**src/rtl/vga_ctrl_param.sv**
```systemverilog
// Parameterised VGA timing generator with a clock-enable pixel divider and a
// registered colour/sync output stage one pixel behind the address outputs.
module vga_ctrl_param #(
    parameter int H_ACTIVE = 640,
    parameter int H_FP     = 16,
    parameter int H_SYNC   = 96,
    parameter int H_BP     = 48,
    parameter int V_ACTIVE = 480,
    parameter int V_FP     = 10,
    parameter int V_SYNC   = 2,
    parameter int V_BP     = 33,
    parameter int CLK_DIV  = 4,
    parameter int COLOR_W  = 4,
    parameter int HS_POL   = 0,
    parameter int VS_POL   = 0
) (
    input  logic                 clock,
    input  logic                 rst,
    input  logic [3*COLOR_W-1:0] disp_RGB,
    output logic                 pix_ce,
    output logic [10:0]          h_addr,
    output logic [10:0]          v_addr,
    output logic [COLOR_W-1:0]   disp_r,
    output logic [COLOR_W-1:0]   disp_g,
    output logic [COLOR_W-1:0]   disp_b,
    output logic                 hsync,
    output logic                 vsync,
    output logic                 de,
    output logic                 frame_start
);

    localparam int H_TOTAL = H_ACTIVE + H_FP + H_SYNC + H_BP;
    localparam int V_TOTAL = V_ACTIVE + V_FP + V_SYNC + V_BP;

    generate
        if (H_TOTAL > 2048 || V_TOTAL > 2048) begin : g_bad_total
            $fatal(1, "vga_ctrl_param: H_TOTAL and V_TOTAL must not exceed 2048");
        end
        if (CLK_DIV < 1 || CLK_DIV > 16) begin : g_bad_div
            $fatal(1, "vga_ctrl_param: CLK_DIV must be in 1..16");
        end
    endgenerate

    // Comparisons run at 12 bits so that a 2048-wide region boundary still fits.
    localparam logic [11:0] H_ACT    = 12'(H_ACTIVE);
    localparam logic [11:0] H_SYNC_S = 12'(H_ACTIVE + H_FP);
    localparam logic [11:0] H_SYNC_E = 12'(H_ACTIVE + H_FP + H_SYNC - 1);
    localparam logic [11:0] H_LAST   = 12'(H_TOTAL - 1);
    localparam logic [11:0] V_ACT    = 12'(V_ACTIVE);
    localparam logic [11:0] V_SYNC_S = 12'(V_ACTIVE + V_FP);
    localparam logic [11:0] V_SYNC_E = 12'(V_ACTIVE + V_FP + V_SYNC - 1);
    localparam logic [11:0] V_LAST   = 12'(V_TOTAL - 1);
    localparam logic        HS_ACT   = 1'(HS_POL);
    localparam logic        VS_ACT   = 1'(VS_POL);

    logic [10:0] h_cnt;
    logic [10:0] v_cnt;
    logic [11:0] h_x;
    logic [11:0] v_x;
    logic        h_end;
    logic        v_end;
    logic        vis;

    // Pixel-rate clock enable; the counters and output stage all run off it.
    generate
        if (CLK_DIV == 1) begin : g_nodiv
            assign pix_ce = 1'b1;
        end else begin : g_div
            localparam logic [3:0] DIV_LAST = 4'(CLK_DIV - 1);
            logic [3:0] div;

            // NOTE: sequential state uses non-blocking assignments so every
            // register samples pre-edge values regardless of process order.
            always_ff @(posedge clock or posedge rst) begin
                if (rst)
                    div <= '0;
                else if (div == DIV_LAST)
                    div <= '0;
                else
                    div <= div + 4'd1;
            end

            assign pix_ce = (div == DIV_LAST);
        end
    endgenerate

    assign h_x   = {1'b0, h_cnt};
    assign v_x   = {1'b0, v_cnt};
    assign h_end = (h_x == H_LAST);
    assign v_end = (v_x == V_LAST);

    always_ff @(posedge clock or posedge rst) begin
        if (rst) begin
            h_cnt <= '0;
            v_cnt <= '0;
        end else if (pix_ce) begin
            if (h_end) begin
                h_cnt <= '0;
                v_cnt <= v_end ? 11'd0 : v_cnt + 11'd1;
            end else begin
                h_cnt <= h_cnt + 11'd1;
            end
        end
    end

    assign vis    = (h_x < H_ACT) && (v_x < V_ACT);
    assign h_addr = vis ? h_cnt : 11'd0;
    assign v_addr = vis ? v_cnt : 11'd0;

    // Output stage captures the pixel whose address was shown during the period
    // that this pix_ce closes; async reset forces blanking and idle syncs at once.
    always_ff @(posedge clock or posedge rst) begin
        if (rst) begin
            disp_r <= '0;
            disp_g <= '0;
            disp_b <= '0;
            de     <= 1'b0;
            hsync  <= ~HS_ACT;
            vsync  <= ~VS_ACT;
        end else if (pix_ce) begin
            disp_b <= vis ? disp_RGB[3*COLOR_W-1:2*COLOR_W] : '0;
            disp_g <= vis ? disp_RGB[2*COLOR_W-1:COLOR_W]   : '0;
            disp_r <= vis ? disp_RGB[COLOR_W-1:0]           : '0;
            de     <= vis;
            hsync  <= (h_x >= H_SYNC_S && h_x <= H_SYNC_E) ? HS_ACT : ~HS_ACT;
            vsync  <= (v_x >= V_SYNC_S && v_x <= V_SYNC_E) ? VS_ACT : ~VS_ACT;
        end
    end

    // One-clock pulse alongside the registration of pixel (0,0).
    always_ff @(posedge clock or posedge rst) begin
        if (rst)
            frame_start <= 1'b0;
        else
            frame_start <= pix_ce && (h_cnt == 11'd0) && (v_cnt == 11'd0);
    end

endmodule

```
**config.mk**
```make
export PLATFORM = sky130hd
export DESIGN_NAME = vga_ctrl_param
export DESIGN_NICKNAME = d
export VERILOG_FILES = /design/src/rtl/vga_ctrl_param.sv
export SDC_FILE = /design/constraint.sdc
export NUM_CORES = 1
export LEC_CHECK = 0
export CAP_MARGIN = 20
export CORE_MARGIN = 4
export CORE_UTILIZATION = 30
export DETAILED_ROUTE_END_ITERATION = 12
export PLACE_DENSITY = 0.57
export SETUP_SLACK_MARGIN = 0.05
export SLEW_MARGIN = 15
export SYNTH_ARGS = -nofsm -noshare
export SYNTH_HDL_FRONTEND = slang
export SYNTH_SLANG_ARGS = --single-unit
export TNS_END_PERCENT = 50
```
**constraint.sdc**
```tcl
create_clock -name clock -period 3.55 [get_ports clock]
set_input_delay 0.71 -clock clock [delete_from_list [all_inputs] [get_ports clock]]
set_output_delay 0.71 -clock clock [all_outputs]
set_load 0.02 [all_outputs]
```
==> out/qor.yml <==
outcome: "complete, no violations"
cts_max_level: 2
cts_resized: 0
antenna_found_initial: 0
design_area_mm2: 0.00288
grt_max_degree: 43
detail-route-antenna-nets: 0
grt_pass1_wl_mm: 8.84
synth_ff_type: "dfrtp_1"
syn_inst: 247
path_cells: "ha_1 -> or3b_1 -> clkinv_1 -> clkdlybuf4s50_1"
netlist_area_mm2: 0.00223
wire_per_inst_um: 13.7
first_global_vias: 1806
die_w_um: 94.2
ioPinCount: 53
path_buf_inv: 2
placed_area_mm2: 0.00279
hold_viol_final: 0
routed_via_density: 4.84
startpoint_type: "flip-flop"
rows: 31
power.share.clock: 0.374
yosysTopAreaCell: "dfrtp_1"
min_from: "g_div.div[0]"
cts_tree: "yes"
ir_worst_vdd_v: 0.000142
synth_edf_count: 0
crit_fanout: 21
gp_congestion: 0.824
n_antenna_cell: 0
max_freq_ghz: 0.324
ys_seq_area_frac: 0.473
min_period_ps: 3080
dp.cells: 383
end_kind: "primary output"
layout-drive-gt1-share: 0.0548
worst_pin_slew_ps: 759
slew_violations: 0
p_seq_frac: 0.562
required_ps: 2840
switchingPower_w: 0.000215
hold_buffers: 0
critical-path-top-delay-family: "buffers and inverters"
coreArea_mm2: 0.00725
arrival_ps: 2370
maxCapViolCount: 0
yosysWarnings: 0
drt_wl_total_mm: 5.35
hold_path.class: "reg2reg"
rrSetupSlack_ps: 880
synthXorXnorAreaFrac: 0.0433
rr_startpoint: "g_div.div[0]"
port_buffers: 49
clk_pin_slew_ps: 80
root_buffer: "clkbuf_8"
p_sw_frac: 0.248
combPwrFrac: 0.064
area_growth_pct: 29.3
synth.distinct_cells: 43
dr.pass1.iters: 4
place_hpwl_mm: 3.65
cpMaxStageDelayCell: "or3b_1"
synth.ff_latch_count: 42
grt_usage: 0.127
drc: 0
synth_area_leaders: "dfrtp_1, nand2_1, and2_1"
intPower_w: 0.000654
drt_first_iter_violations: 77
p_leak_nw: 1.24
die_h_um: 94.2
clk_latency_ps: 300
synth_top_family_by_area: "simple AND/OR/NAND/NOR gates"
power_w: 0.000869
utilization: 0.397
synthMuxAreaShare: 0
setup_viol: 0
synth_compound_area_frac: 0.0770
overflow: 0
synth_area_per_cell_um2: 9.02
finalNonFillerCells: 391
fin_worst_skew_ps: 11.1
synth_fa_ha_area_frac: 0.0281
period_share: 0.869
worst_path_largest_cell_delay_ps: 660
numCtsBuffers: 5
path_class: "reg2out"
synthTopCellsByCount: "dfrtp_1, nand2_1, nand3_1"
setup-tns-final_ps: 0
via_count: 1893
die_area_mm2: 0.00887
critPathLaunch: "g_div.div[0]"
clockBufferDepth: 2
cts.sinks: 42
cts_setup_buffers: 0
yosys.area.top_type_share: 0.449
rsz0062_at_grt: "no"
power_density_mw_per_mm2: 302
fin_nets: 310
postSynth.asyncResetShare: 1.00
yosys.cell_count.top_type: "dfrtp_1"
relSlewSlack: 0.494
start_util: 0.307
synth-simple-area-share: 0.320
[cell families (layout without fill, tap and decap cells)]
| logic type | after synthesis | in the layout |
|---|---|---|
| AO/OA/AOI/OAI | 27 | 27 |
| XOR/XNOR | 11 | 11 |
| adder cells (fa/ha/maj) | 5 | 5 |
| buffers and inverters | 27 | 70 |
| flip-flops | 42 | 42 |
| other | 1 | 3 |
| AND/OR/NAND/NOR | 134 | 134 |
[area by class of cell]
class,count,area [µm²]
clock buffer,5,68.8
clock inverter,3,25.0
fill,762,4370
inverter,9,33.8
multi-input combinational,180,1050
sequential,42,1050
tap,99,124
timing repair buffer,53,520
[cell usage in the layout, fill, tap and decap left out, types with 5 or more instances in the layout]
cell type,Yosys,layout
nand4_1,6,6
and3_1,5,5
nor2_1,13,13
inv_1,8,8
nand2_1,38,38
clkbuf_8,0,5
ha_1,5,5
xnor2_1,5,5
nand3_1,25,25
o21ai_0,12,12
and2_1,21,21
xor2_1,6,6
clkdlybuf4s50_1,0,49
dfrtp_1,40,40
[final timing paths]
kind                                endpoint  depth (start not counted)
worst min register to register  g_div.div[0]                          1
worst max register to register      v_cnt[4]                          5
min in group asynchronous          disp_r[2]                          3
worst min-delay path            g_div.div[0]                          1
max in group asynchronous              vsync                          3
worst max-delay path                  pix_ce                          4
[state kept, by name (all words and copies together), names as in the netlist]
name         flops
frame_start      1
de               1
disp_g           4
hsync            1
v_cnt           11
g_div.div        4
vsync            1
disp_r           4
h_cnt           11
disp_b           4
[per-stage QoR]
| stage | setup slack [ps] | hold WS, ps |
|---|---|---|
| final | 467 | 463 |
| after global routing | 302 | 504 |
| after CTS | 448 | 467 |
| after detailed placement | 786 | 455 |
| after global placement | 792 | 442 |
| after floorplan | 1440 | 433 |
[metal layers]
layer	vias to the layer above	global-route usage	wire length, µm
met3	8	0.0329	352
met5	-	0	0
met1	894	0.171	2570
met4	0	0.0542	108
met2	56	0.191	2320
li1	935	-	-
[power by group through the flow]
stage | registers, W | clock network [W] | logic (W)
after floorplan | 0.000507 | 0 | 0.0000169
after CTS | 0.000489 | 0.000339 | 0.0000572
final | 0.000488 | 0.000325 | 0.0000555
after global placement | 0.000498 | 0 | 0.0000568
after global routing | 0.000490 | 0.000351 | 0.0000615
after detailed placement | 0.000498 | 0 | 0.0000571
[worst reg2reg max path, cell delays in order, from the launching register on]
cell and delay, ps:
dfrtp_1 380, ha_1 180, or3b_1 680, or4_4 750, or4_1 520, o21ai_0 80
Power figures use the tool's default switching activity.
